==> src/rtl/linear_classifier_seq.sv <==
// Sequential linear classifier: one shared multiplier computes every class score
// one product per cycle, then reports the arg-max class and its score.
module linear_classifier_seq #(
  parameter int WIDTH     = 8,
  parameter int FEATURES  = 2,
  parameter int C_WIDTH   = 2,
  parameter int ACC_WIDTH = 20,
  parameter int SIGNED    = 0
) (
  input  logic                                    clk,
  input  logic                                    rst,
  input  logic                                    in_valid,
  output logic                                    in_ready,
  input  logic [FEATURES*WIDTH-1:0]               features,
  input  logic [(2**C_WIDTH)*FEATURES*WIDTH-1:0]  weights,
  output logic                                    out_valid,
  input  logic                                    out_ready,
  output logic [C_WIDTH-1:0]                      r_class,
  output logic [ACC_WIDTH-1:0]                    r_sum,
  output logic [WIDTH-1:0]                        r_value
);

  localparam int CLASSES = 2**C_WIDTH;
  localparam int FW      = (FEATURES > 1) ? $clog2(FEATURES) : 1;
  localparam int EXT     = ACC_WIDTH - 2*WIDTH;

  localparam logic [FW-1:0]      LAST_F = FW'(FEATURES-1);
  localparam logic [C_WIDTH-1:0] LAST_C = C_WIDTH'(CLASSES-1);

  localparam logic [ACC_WIDTH-1:0] UMAX = {{(ACC_WIDTH-WIDTH){1'b0}}, {WIDTH{1'b1}}};
  localparam logic [ACC_WIDTH-1:0] SMAX = {{(ACC_WIDTH-WIDTH+1){1'b0}}, {(WIDTH-1){1'b1}}};
  localparam logic [ACC_WIDTH-1:0] SMIN = {{(ACC_WIDTH-WIDTH+1){1'b1}}, {(WIDTH-1){1'b0}}};

  typedef enum logic [1:0] {
    IDLE = 2'd0,
    MAC  = 2'd1,
    DONE = 2'd2
  } state_t;

  state_t                 state_q, state_d;
  logic [WIDTH-1:0]       feat_q [FEATURES];
  logic [WIDTH-1:0]       feat_d [FEATURES];
  logic [WIDTH-1:0]       wt_q   [CLASSES][FEATURES];
  logic [WIDTH-1:0]       wt_d   [CLASSES][FEATURES];
  logic [ACC_WIDTH-1:0]   acc_q, acc_d;
  logic [ACC_WIDTH-1:0]   best_q, best_d;
  logic [C_WIDTH-1:0]     best_class_q, best_class_d;
  logic [C_WIDTH-1:0]     c_q, c_d;
  logic [FW-1:0]          f_q, f_d;
  logic [C_WIDTH-1:0]     r_class_q, r_class_d;
  logic [ACC_WIDTH-1:0]   r_sum_q, r_sum_d;
  logic [WIDTH-1:0]       r_value_q, r_value_d;

  logic [WIDTH-1:0]       feat_sel;
  logic [WIDTH-1:0]       wt_sel;
  logic [2*WIDTH-1:0]     prod;
  logic [ACC_WIDTH-1:0]   prod_ext;
  logic [ACC_WIDTH-1:0]   class_sum;
  logic                   sum_gt;
  logic                   take_best;
  logic [ACC_WIDTH-1:0]   best_new;
  logic [C_WIDTH-1:0]     best_class_new;

  // Clamp a full-width score into the WIDTH-bit result range.
  function automatic logic [WIDTH-1:0] sat_value(input logic [ACC_WIDTH-1:0] v);
    logic [WIDTH-1:0] res;
    if (SIGNED != 0) begin
      if ($signed(v) > $signed(SMAX)) begin
        res = SMAX[WIDTH-1:0];
      end else if ($signed(v) < $signed(SMIN)) begin
        res = SMIN[WIDTH-1:0];
      end else begin
        res = v[WIDTH-1:0];
      end
    end else begin
      if (v > UMAX) begin
        res = UMAX[WIDTH-1:0];
      end else begin
        res = v[WIDTH-1:0];
      end
    end
    return res;
  endfunction

  assign in_ready  = (state_q == IDLE);
  assign out_valid = (state_q == DONE);
  assign r_class   = r_class_q;
  assign r_sum     = r_sum_q;
  assign r_value   = r_value_q;

  // Shared multiplier datapath and running best-class comparison.
  always_comb begin
    feat_sel = feat_q[f_q];
    wt_sel   = wt_q[c_q][f_q];
    if (SIGNED != 0) begin
      prod     = $signed({{WIDTH{feat_sel[WIDTH-1]}}, feat_sel})
               * $signed({{WIDTH{wt_sel[WIDTH-1]}}, wt_sel});
      prod_ext = {{EXT{prod[2*WIDTH-1]}}, prod};
      sum_gt   = $signed(acc_q + prod_ext) > $signed(best_q);
    end else begin
      prod     = {{WIDTH{1'b0}}, feat_sel} * {{WIDTH{1'b0}}, wt_sel};
      prod_ext = {{EXT{1'b0}}, prod};
      sum_gt   = (acc_q + prod_ext) > best_q;
    end
    class_sum = acc_q + prod_ext;
    // Class 0 seeds the best; later classes need a strict win so ties keep the lower index.
    take_best = (c_q == {C_WIDTH{1'b0}}) || sum_gt;
    if (take_best) begin
      best_new       = class_sum;
      best_class_new = c_q;
    end else begin
      best_new       = best_q;
      best_class_new = best_class_q;
    end
  end

  // Next-state and register-update logic.
  always_comb begin
    state_d      = state_q;
    feat_d       = feat_q;
    wt_d         = wt_q;
    acc_d        = acc_q;
    best_d       = best_q;
    best_class_d = best_class_q;
    c_d          = c_q;
    f_d          = f_q;
    r_class_d    = r_class_q;
    r_sum_d      = r_sum_q;
    r_value_d    = r_value_q;
    case (state_q)
      IDLE: begin
        if (in_valid) begin
          for (int f = 0; f < FEATURES; f++) begin
            feat_d[f] = features[f*WIDTH +: WIDTH];
          end
          for (int c = 0; c < CLASSES; c++) begin
            for (int f = 0; f < FEATURES; f++) begin
              wt_d[c][f] = weights[(c*FEATURES+f)*WIDTH +: WIDTH];
            end
          end
          acc_d   = {ACC_WIDTH{1'b0}};
          c_d     = {C_WIDTH{1'b0}};
          f_d     = {FW{1'b0}};
          state_d = MAC;
        end else begin
          state_d = IDLE;
        end
      end
      MAC: begin
        if (f_q == LAST_F) begin
          best_d       = best_new;
          best_class_d = best_class_new;
          acc_d        = {ACC_WIDTH{1'b0}};
          f_d          = {FW{1'b0}};
          c_d          = c_q + C_WIDTH'(1);
          if (c_q == LAST_C) begin
            r_class_d = best_class_new;
            r_sum_d   = best_new;
            r_value_d = sat_value(best_new);
            state_d   = DONE;
          end else begin
            state_d = MAC;
          end
        end else begin
          acc_d = class_sum;
          f_d   = f_q + FW'(1);
        end
      end
      DONE: begin
        if (out_ready) begin
          state_d = IDLE;
        end else begin
          state_d = DONE;
        end
      end
      default: begin
        state_d = IDLE;
      end
    endcase
  end

  // State registers with synchronous reset.
  always_ff @(posedge clk) begin
    if (rst) begin
      state_q      <= IDLE;
      acc_q        <= {ACC_WIDTH{1'b0}};
      best_q       <= {ACC_WIDTH{1'b0}};
      best_class_q <= {C_WIDTH{1'b0}};
      c_q          <= {C_WIDTH{1'b0}};
      f_q          <= {FW{1'b0}};
      r_class_q    <= {C_WIDTH{1'b0}};
      r_sum_q      <= {ACC_WIDTH{1'b0}};
      r_value_q    <= {WIDTH{1'b0}};
      for (int f = 0; f < FEATURES; f++) begin
        feat_q[f] <= {WIDTH{1'b0}};
      end
      for (int c = 0; c < CLASSES; c++) begin
        for (int f = 0; f < FEATURES; f++) begin
          wt_q[c][f] <= {WIDTH{1'b0}};
        end
      end
    end else begin
      state_q      <= state_d;
      acc_q        <= acc_d;
      best_q       <= best_d;
      best_class_q <= best_class_d;
      c_q          <= c_d;
      f_q          <= f_d;
      r_class_q    <= r_class_d;
      r_sum_q      <= r_sum_d;
      r_value_q    <= r_value_d;
      feat_q       <= feat_d;
      wt_q         <= wt_d;
    end
  end

endmodule

==> config.mk <==
export PLATFORM = sky130hd
export DESIGN_NAME = linear_classifier_seq
export DESIGN_NICKNAME = d
export VERILOG_FILES = /design/src/rtl/linear_classifier_seq.sv
export SDC_FILE = /design/constraint.sdc
export NUM_CORES = 1
export LEC_CHECK = 0
export ABC_AREA = 1
export BUFFER_PORTS_ARGS = -buffer_cell sky130_fd_sc_hd__buf_2
export CAP_MARGIN = 20
export CORE_UTILIZATION = 64
export DETAILED_ROUTE_END_ITERATION = 16
export GPL_TIMING_DRIVEN = 1
export PLACE_DENSITY_LB_ADDON = 0.05
export SLEW_MARGIN = 10
export SYNTH_ARGS = -nofsm -noshare
export SYNTH_HDL_FRONTEND = slang
export SYNTH_SLANG_ARGS = --single-unit
==> constraint.sdc <==
create_clock -name clk -period 18.7 [get_ports clk]
set_input_delay 0.935 -clock clk [delete_from_list [all_inputs] [get_ports clk]]
set_output_delay 0.935 -clock clk [all_outputs]
set_load 0.005 [all_outputs]
==> results of run 1 <==
-- power by group --
group	internal, W	switching, W	leakage (nW)	total [W]
Combinational	0.000156	0.000298	4.13	0.000454
Clock	0.000202	0.000153	0.297	0.000355
Sequential	0.000356	0.0000135	1.29	0.000369
Total	0.000713	0.000465	5.72	0.00118
-- through the flow --
step                area, µm²  setup slack [ps]
finish                  11100             10350
global route            11100              9600
CTS                     11100              9860
detailed placement      10500              9920
global placement        10500             10070
floorplan                9850             12370
-- worst max-delay path by stage --
| stage | cells after the start | from | to |
|---|---|---|---|
| 5_1_grt | 40 | c_q[0] | r_value[5] |
| 3_3_place_gp | 34 | c_q[0] | r_value[5] |
| 2_1_floorplan | 40 | c_q[0] | r_value[0] |
| 6_report | 37 | c_q[0] | r_value[1] |
| 3_5_place_dp | 36 | c_q[0] | r_value[1] |
| 4_1_cts | 36 | c_q[0] | r_value[1] |
-- layer usage --
| metal | up-vias | routed length (µm) | track usage (%) |
|---|---|---|---|
| li1 | 4518 | - | - |
| met1 | 4171 | 11200 | 45.7 |
| met2 | 340 | 10900 | 50.7 |
| met3 | 42 | 1820 | 5.52 |
| met4 | 0 | 696 | 12.3 |
| met5 | - | 0 | 0 |
-- cell usage in the layout (no fill, tap or decap), types with 2 or more instances in the layout --
cell type    n
nor2_1     277
nand2_1    226
inv_1      215
dfxtp_1    157
o21ai_0    128
buf_2      115
ha_1        63
a21oi_1     52
fa_1        50
o211ai_1    39
nand3_1     24
clkbuf_16   17
o21ai_1     13
nand2_2     12
o221ai_1    10
or2_2        8
buf_4        8
inv_2        7
xor2_1       7
nor2_2       7
o22ai_1      6
a211oi_1     6
nand3b_1     5
inv_6        4
nor3_1       3
nand4_1      3
clkinv_4     3
inv_8        3
o21bai_1     2
nand3_2      2
bufinv_16    2
-- kinds of logic after synthesis --
group                    after synthesis  synth area share, %
AO/OA/AOI/OAI                        258                 14.8
AND/OR/NAND/NOR                      570                 23.2
buffers and inverters                287                 11.3
XOR/XNOR                               7                0.622
adder cells (fa/ha/maj)              113                 18.2
flip-flops                           157                 31.9
-- worst max-delay path: cells and delay by family, from the launching register on --
family                     cells  cell delay, ps
DFF                            1             560
AOI/OAI and AO/OA              3             890
and+or+nand+nor               23            2930
buffers and inverters          5            1090
adders and majority gates      6            2740
-- area by class of cell --
class                           instances  area [µm²]
Inverter                              223         837
Timing Repair Buffer                  124         651
Multi-Input combinational cell        948        5610
Sequential cell                       157        3140
Tap cell                              184         230
Clock inverter                         14         176
Clock buffer                           17         425
Fill cell                            1212        3690
-- state kept, by name, summed over array words and instances, names as in the netlist --
signal / cells
f_q: 1
wt_q: 64
acc_q: 20
r_class: 2
r_value: 8
c_q: 2
state_q: 2
best_q: 20
best_class_q: 2
r_sum: 20
feat_q: 16
==> results.ini, run 1 <==
[route]
via_per_inst=5.44
wl_per_cell_um=14.8
drcViolationCount=0
drt_iter0_markers=789
firstDrtPassIters=6
detail-route-antenna-nets=0
wl_mm=24.7
vias=9071

[grt]
grt_pass1_vias=8661
grt_usage_pct=32.6
grt_start_max_net_pins=96
grt_pass1_wl_mm=41.4
grt_overflow=0
antenna_found_initial=0

[floorplan]
pin_count=116
core_area_mm2=0.0148
initial_core_util_pct=66.8
dieArea_mm2=0.0159
num_rows=44
die_h_um=126
dieWidth_um=126

[sta]
hold_viol=0
hold_ws_ps=465
rsz0062_at_grt=false
maxSlewViolCount=0
period_share_pct=44.6
fin_setup_tns_ps=0
fin_crit_ps=8350
max_freq_mhz=120
setup_viol=0
max_slew_margin_pct=44.8
worst_clock_skew_ps=11.4
worst_pin_slew_ps=828

[setup_path]
max_stage_delay_ps=660
rrSetupSlack_ps=10350
worst_setup_path_end_kind=register
critPathLaunchType=register
cp_slowest_cell=clkinv_1
timing.rr.end=r_value[1]
criticalPathCategory=reg2reg
cp_common_cell=nand2_1
worst-r2r-cell-count=37
critPathMaxFanout=35
crit_required_ps=19020
reg2reg_from=c_q[0]
critPathArrivalTime_ps=8670

[power_and_ir_drop]
p_per_area_mw_per_mm2=106
fin_total_pwr_w=0.00118
peakVddDrop_uv=84.8
leakagePower_nw=5.72

[synth]
synth_common_cells=nor2_1 (279), nand2_1 (227), inv_1 (215), dfxtp_1 (157), o21ai_0 (128)
syn_avg_cell_area_um2=7.08
yosysWarnings=0
synthCells=1392
synthDistinctLibCells=35
synth.cell_area_mm2=0.00985
yosysTopAreaCell=dfxtp_1
synthArstFlopShare_pct=0
ys_seq_elements=157
synth_fp_nets=1589
synth_most_common_cell=nor2_1
synth_edf_count=0
synth_top_area_share_pct=31.9
synth.area.top_cells=dfxtp_1 (32%), nor2_1 (11%), fa_1 (10%), nand2_1 (8.7%), inv_1 (8.2%)
yosys_most_used_dff=dfxtp_1
ys_seq_area_share_pct=31.9

[min_path]
min_path_cells=2
min_to=best_class_q[0]
hold_start=best_class_q[0]
min_path_type=reg2reg

[clock_tree]
ctsRootBufferMaster=clkbuf_16
cts_made_buffers=17
h-tree-depth=4
clk_path_buf_depth=2
postCtsSetupRepairBufs=0
cts_hold_buf=0
cts_num_sinks=157
path_clk_slew_ps=70
cts_tree=built
cts_resized=0
worstSkewPairLatency_ps=430

[run]
cap_viol_max_count=0

[layout]
finalNonFillerCells=1667
drive_above_1_share_pct=13.0
syn2layout_area_growth_pct=12.4
num_antenna_cells=0
nets=1668
fin_util_pct=75.0

[place]
place_inst=1635
gp_congestion=0.954
hpwl_mm=18.3
io_buffers=115

[outcome]
status=finished clean

No activity file was read; power rests on OpenSTA's default activity.
==> inputs of run 2 (changes only) <==
--- a/config.mk
+++ b/config.mk
@@ -8,7 +8,7 @@
 export ABC_AREA = 1
 export BUFFER_PORTS_ARGS = -buffer_cell sky130_fd_sc_hd__buf_2
 export CAP_MARGIN = 20
-export CORE_UTILIZATION = 64
+export CORE_UTILIZATION = 59
 export DETAILED_ROUTE_END_ITERATION = 16
 export GPL_TIMING_DRIVEN = 1
 export PLACE_DENSITY_LB_ADDON = 0.05
==> constraint.sdc (replaced) <==
create_clock -name clk -period 8.6 [get_ports clk]
set_input_delay 0.43 -clock clk [delete_from_list [all_inputs] [get_ports clk]]
set_output_delay 0.43 -clock clk [all_outputs]
set_load 0.005 [all_outputs]
==> run 2 against run 1 <==
Clock-buffer cell count grew 1; critical path depth shrank 1; clock power grew 120%; via count shrank 2.0%; largest power group unchanged.
==> results.ini, run 2 (synthesized netlist as in run 1, its figures left out) <==
[clock_tree]
h-tree-depth=4  ; unchanged
ctsRootBufferMaster=clkbuf_16  ; unchanged
cts_made_buffers=17  ; unchanged
worstSkewPairLatency_ps=420  ; was 430 ps
cts_resized=0  ; unchanged
cts_tree=built  ; unchanged
cts_hold_buf=0  ; unchanged
cts_num_sinks=157  ; unchanged
path_clk_slew_ps=60  ; was 70 ps
clk_path_buf_depth=2  ; unchanged
postCtsSetupRepairBufs=0  ; unchanged

[place]
gp_congestion=0.891  ; was 0.954
io_buffers=115  ; unchanged
place_inst=1669  ; was 1,635
hpwl_mm=18.2  ; was 18.3 mm
place_ws_ps=1410  ; was 9920 ps

[floorplan]
num_rows=46  ; was 44
dieWidth_um=131  ; was 126 µm
pin_count=116  ; unchanged
initial_core_util_pct=61.1  ; was 66.8%
die_h_um=131  ; was 126 µm
core_area_mm2=0.0161  ; was 0.0148 mm²
dieArea_mm2=0.0172  ; was 0.0159 mm²

[layout]
num_antenna_cells=0  ; unchanged
regArea_mm2=0.00314  ; unchanged
regMostFlops=wt_q  ; unchanged
final_common_cell=nor2_1  ; unchanged
finalNonFillerCells=1699  ; was 1,667
largest_reg_flops=64  ; unchanged
fillers=1476  ; was 1,212
multi_input_area_mm2=0.00561  ; about the same
syn2layout_area_growth_pct=12.7  ; was 12.4%
drive_above_1_share_pct=13.0  ; unchanged
nets=1669  ; was 1,668
mostFrequentLayoutCells=nor2_1 (276), nand2_1 (226), inv_1 (215)  ; was nor2_1 (277), nand2_1 (226), inv_1 (215)

[sta]
max_slew_margin_pct=29.3  ; was 44.8%
hold_viol=0  ; unchanged
fin_setup_tns_ps=0  ; unchanged
setup_viol=0  ; unchanged
maxSlewViolCount=0  ; unchanged
worst_pin_slew_ps=1060  ; was 828 ps
fin_ws_ps=1280  ; was 10,350 ps
period_share_pct=85.2  ; was 44.6%
fin_crit_ps=7320  ; was 8350 ps
worst_clock_skew_ps=8.83  ; was 11.4 ps
rsz0062_at_grt=false  ; unchanged
max_freq_mhz=137  ; was 120 MHz

[grt]
grt_pass1_vias=8253  ; was 8,661
antenna_found_initial=0  ; unchanged
grt_overflow=0  ; unchanged
grt_start_max_net_pins=106  ; was 96
grt_pass1_wl_mm=40.5  ; was 41.4 mm
grt_usage_pct=29.2  ; was 32.6%

[setup_path]
critPathLaunchType=register  ; unchanged
max_stage_delay_ps=560  ; was 660 ps
worst_setup_path_end_kind=register  ; unchanged
cp_common_cell=nand2_1  ; unchanged
critPathArrivalTime_ps=7640  ; was 8670 ps
cp_slowest_cell=fa_1  ; was clkinv_1
critPathMaxFanout=34  ; was 35
crit_required_ps=8910  ; was 19,020 ps
criticalPathCategory=reg2reg  ; unchanged

[route]
via_per_inst=5.23  ; was 5.44
drcViolationCount=0  ; unchanged
firstDrtPassIters=5  ; was 6
wl_per_cell_um=14.3  ; was 14.8 µm
detail-route-antenna-nets=0  ; unchanged
drt_iter0_markers=716  ; was 789
wl_mm=24.2  ; was 24.7 mm
vias=8892  ; was 9,071

[power_and_ir_drop]
peakVddDrop_uv=142  ; was 84.8 µV
leakagePower_nw=5.70  ; was 5.72 nW
p_per_area_mw_per_mm2=231  ; was 106 mW/mm²

[run]
cap_viol_max_count=0  ; unchanged

[outcome]
status=finished clean  ; unchanged

[min_path]
min_path_type=in2reg  ; was reg2reg

[run 2: final cells by class]
cell class	count	area share (%)
clock inverters	12	1.45
well taps	216	2.43
multi-input cells	948	50.5
clock buffers	18	3.87
repair buffers	125	5.86
flip-flops and latches	157	28.3
inverters	223	7.54
[run 2: final timing paths]
kind                from          to  slack (ps)  depth (start not counted)
max reg2reg       c_q[0]  r_value[6]        1280                         36
min          weights[34]    wt_q[26]         250                          3
max               c_q[0]  r_value[6]        1280                         36
min reg2reg     acc_q[1]    acc_q[1]         460                          2
[run 2: stage by stage]
step                      power, W  hold WS [ps]  utilization (%)  cell area (µm²)
final                      0.00256           254             68.9            11100
after detailed placement   0.00179           457             65.2            10500
after global placement     0.00177           450             65.2            10500
after global routing       0.00275           243             68.9            11100
after CTS                  0.00256           244             68.9            11100
after floorplan            0.00156           435                -             9850
[run 2: report_power, final]
group	switching [W]	internal [W]
Combinational	0.000651	0.000339
Sequential	0.0000278	0.000774
Clock	0.000311	0.000457
[run 2: metal layers]
metal  wire [µm]  global-route usage [%]  share of wire, %  vias to the layer above
met5           0                       0                 0                        -
met4         401                    7.65               1.7                        0
met3        1130                    4.51               4.7                       29
met2       10400                    43.6                43                      216
met1       12300                    43.6                51                     4122
li1            -                       -                 -                     4525
[run 2: worst max-delay path, delay by kind of cell (launching register included)]
family	cells	cell delay, ps
AND/OR/NAND/NOR	23	2930
adder cells (fa/ha/maj)	6	2760
AO/OA/AOI/OAI	3	650
buffers and inverters	4	510
flip-flops	1	330
==> inputs of run 3 (changes only) <==
--- a/config.mk
+++ b/config.mk
@@ -8,10 +8,12 @@
 export ABC_AREA = 1
 export BUFFER_PORTS_ARGS = -buffer_cell sky130_fd_sc_hd__buf_2
 export CAP_MARGIN = 20
+export CORE_ASPECT_RATIO = 0.75
 export CORE_UTILIZATION = 59
 export DETAILED_ROUTE_END_ITERATION = 16
 export GPL_TIMING_DRIVEN = 1
 export PLACE_DENSITY_LB_ADDON = 0.05
+export REMOVE_ABC_BUFFERS = 1
 export SLEW_MARGIN = 10
 export SYNTH_ARGS = -nofsm -noshare
 export SYNTH_HDL_FRONTEND = slang
==> constraint.sdc (replaced) <==
create_clock -name clk -period 8.6 [get_ports clk]
set_input_delay 1.72 -clock clk [delete_from_list [all_inputs] [get_ports clk]]
set_output_delay 1.72 -clock clk [all_outputs]
set_load 0.005 [all_outputs]
==> run 3 against run 2 <==
Clock skew up 4.5 ps; flip-flop and latch count unchanged; design area up 0.11%; combinational power about the same; maximum frequency down 5.5%; core utilization down 0.14 points; via count up 0.91%; sequential power down 0.5%; hold slack better by 210 ps; largest cell class unchanged.
==> results.ini, run 3 (synthesized netlist as in run 1, its figures left out) <==
[sta]
hold_viol=0  ; unchanged
max_freq_mhz=129  ; was 137 MHz
setup_viol=0  ; unchanged
hold_ws_ps=463  ; was 254 ps
fin_crit_ps=7750  ; was 7320 ps
maxSlewViolCount=0  ; unchanged
worst_clock_skew_ps=13.3  ; was 8.83 ps
period_share_pct=90.1  ; was 85.2%
max_slew_margin_pct=33.5  ; was 29.3%
fin_setup_tns_ps=0  ; unchanged
worst_pin_slew_ps=995  ; was 1060 ps
rsz0062_at_grt=false  ; unchanged

[power_and_ir_drop]
leakagePower_nw=5.72  ; was 5.70 nW
peakVddDrop_uv=152  ; was 142 µV
combPwrFrac_pct=39.6  ; was 38.7%
sw_frac_of_total_pct=40.1  ; was 38.7%
switchingPower_w=0.00103  ; was 0.000989 W
sequentialPowerShare_pct=31.0  ; was 31.3%
power_frac_clock_pct=29.4  ; was 30.0%
intPower_w=0.00154  ; was 0.00157 W
p_per_area_mw_per_mm2=232  ; was 231 mW/mm²

[place]
gp_congestion=0.947  ; was 0.891
place_inst=1663  ; was 1,669
io_buffers=115  ; unchanged
hpwl_mm=17.8  ; was 18.2 mm

[route]
wl_met1_mm=12.4  ; was 12.3 mm
wl_met2_mm=9.99  ; was 10.4 mm
vias=8973  ; was 8,892
wl_mm=24.5  ; was 24.2 mm
firstDrtPassIters=7  ; was 5
met3_wirelength_mm=1.81  ; was 1.13 mm
wl_per_cell_um=14.4  ; was 14.3 µm
detail-route-antenna-nets=0  ; unchanged
drcViolationCount=0  ; unchanged
via_per_inst=5.29  ; was 5.23
routed.top_layer=met4  ; unchanged
drt_iter0_markers=746  ; was 716

[layout]
nets=1670  ; was 1,669
num_antenna_cells=0  ; unchanged
fillers=1460  ; was 1,476
finalNonFillerCells=1696  ; was 1,699
drive_above_1_share_pct=13.3  ; was 13.0%
regMostFlops=wt_q  ; unchanged
syn2layout_area_growth_pct=12.8  ; was 12.7%
final_common_cell=nor2_1  ; unchanged
largest_reg_flops=64  ; unchanged
mostFrequentLayoutCells=nor2_1 (275), nand2_1 (226), inv_1 (215)  ; was nor2_1 (276), nand2_1 (226), inv_1 (215)

[grt]
grt_pass1_vias=8207  ; was 8,253
grt_start_max_net_pins=109  ; was 106
grt_pass1_wl_mm=40.5  ; about the same
antenna_found_initial=0  ; unchanged
grt_overflow=0  ; unchanged
grt_usage_pct=30.1  ; was 29.2%

[setup_path]
cp_common_cell=nand2_1  ; unchanged
critPathCapture=r_value[2]  ; was r_value[6]
worst-r2r-cell-count=35  ; was 36
crit_start=c_q[1]  ; was c_q[0]
critPathMaxFanout=33  ; was 34
critPathArrivalTime_ps=8080  ; was 7640 ps
rrSetupSlack_ps=850  ; was 1280 ps
worst_setup_path_end_kind=register  ; unchanged
timing.rr.end=r_value[2]  ; was r_value[6]
crit_required_ps=8930  ; was 8910 ps
path_buf_inv=5  ; was 4
reg2reg_from=c_q[1]  ; was c_q[0]
critPathLaunchType=register  ; unchanged
cp.depth=35  ; was 36
max_stage_delay_ps=560  ; about the same
cp_slowest_cell=fa_1  ; unchanged
cp_top_family=adder cells  ; was simple AND/OR/NAND/NOR gates
criticalPathCategory=reg2reg  ; unchanged

[clock_tree]
postCtsSetupRepairBufs=0  ; unchanged
cts_made_buffers=17  ; unchanged
h-tree-depth=4  ; unchanged
cts_num_sinks=157  ; unchanged
cts_resized=0  ; unchanged
cts_tree=built  ; unchanged
ctsRootBufferMaster=clkbuf_16  ; unchanged
worstSkewPairLatency_ps=430  ; was 420 ps
path_clk_slew_ps=70  ; was 60 ps
clk_path_buf_depth=2  ; unchanged
cts_hold_buf=0  ; unchanged

[floorplan]
pin_count=116  ; unchanged
die_h_um=114  ; was 131 µm
dieWidth_um=151  ; was 131 µm
initial_core_util_pct=60.9  ; was 61.1%
num_rows=40  ; was 46
dieArea_mm2=0.0172  ; about the same
core_area_mm2=0.0162  ; was 0.0161 mm²

[min_path]
min_path_type=reg2reg  ; was in2reg
hold_start=acc_q[5]  ; was weights[34]

[outcome]
status=finished clean  ; unchanged

[run]
cap_viol_max_count=0  ; unchanged

run 3: worst min path at each step:
stage	to	slack, ps	cells after the start
after CTS	acc_q[5]	460	2
after floorplan	best_class_q[0]	430	2
final	acc_q[5]	460	2
after global routing	best_class_q[0]	490	2
after detailed placement	acc_q[5]	450	2
after global placement	best_class_q[1]	450	2
run 3: per-stage QoR:
step           util [%]  cell area (µm²)  power [W]  setup WS, ps
2_1_floorplan         -             9580    0.00153          1310
3_3_place_gp       65.0            10500    0.00178          1150
6_report           68.7            11100    0.00257           848
4_1_cts            68.6            11100    0.00257           984
3_5_place_dp       65.0            10500    0.00181           996
5_1_grt            68.7            11100    0.00277           269
run 3: layout make-up:
class / count / area (µm²) / share of cell area, %
inverter: 223 / 837 / 7.53
sequential: 157 / 3140 / 28.3
clock inverter: 13 / 145 / 1.31
tap: 210 / 263 / 2.36
timing repair buffer: 126 / 666 / 5.99
multi-input combinational: 948 / 5620 / 50.5
clock buffer: 19 / 443 / 3.99
run 3: layer usage:
layer | vias up | track usage, %
li1 | 4532 | -
met1 | 4107 | 45.7
met2 | 309 | 42.7
met3 | 25 | 6.48
met4 | 0 | 7.47
met5 | - | 0
run 3: power groups by stage:
stage | registers (W) | clock network [W] | logic, W
finish | 0.000798 | 0.000758 | 0.00102
global route | 0.000803 | 0.000799 | 0.00116
CTS | 0.000797 | 0.000766 | 0.00101
detailed placement | 0.000813 | 0 | 0.000994
global placement | 0.000812 | 0 | 0.000972
floorplan | 0.000809 | 0 | 0.000725
run 3: worst reg2reg max path: cells and delay by family (launching register included):
kind / cells / cell delay (ps)
AOI/OAI and AO/OA: 6 / 1270
buffers and inverters: 5 / 800
adders and majority gates: 6 / 2740
DFF: 1 / 300
and+or+nand+nor: 18 / 2550
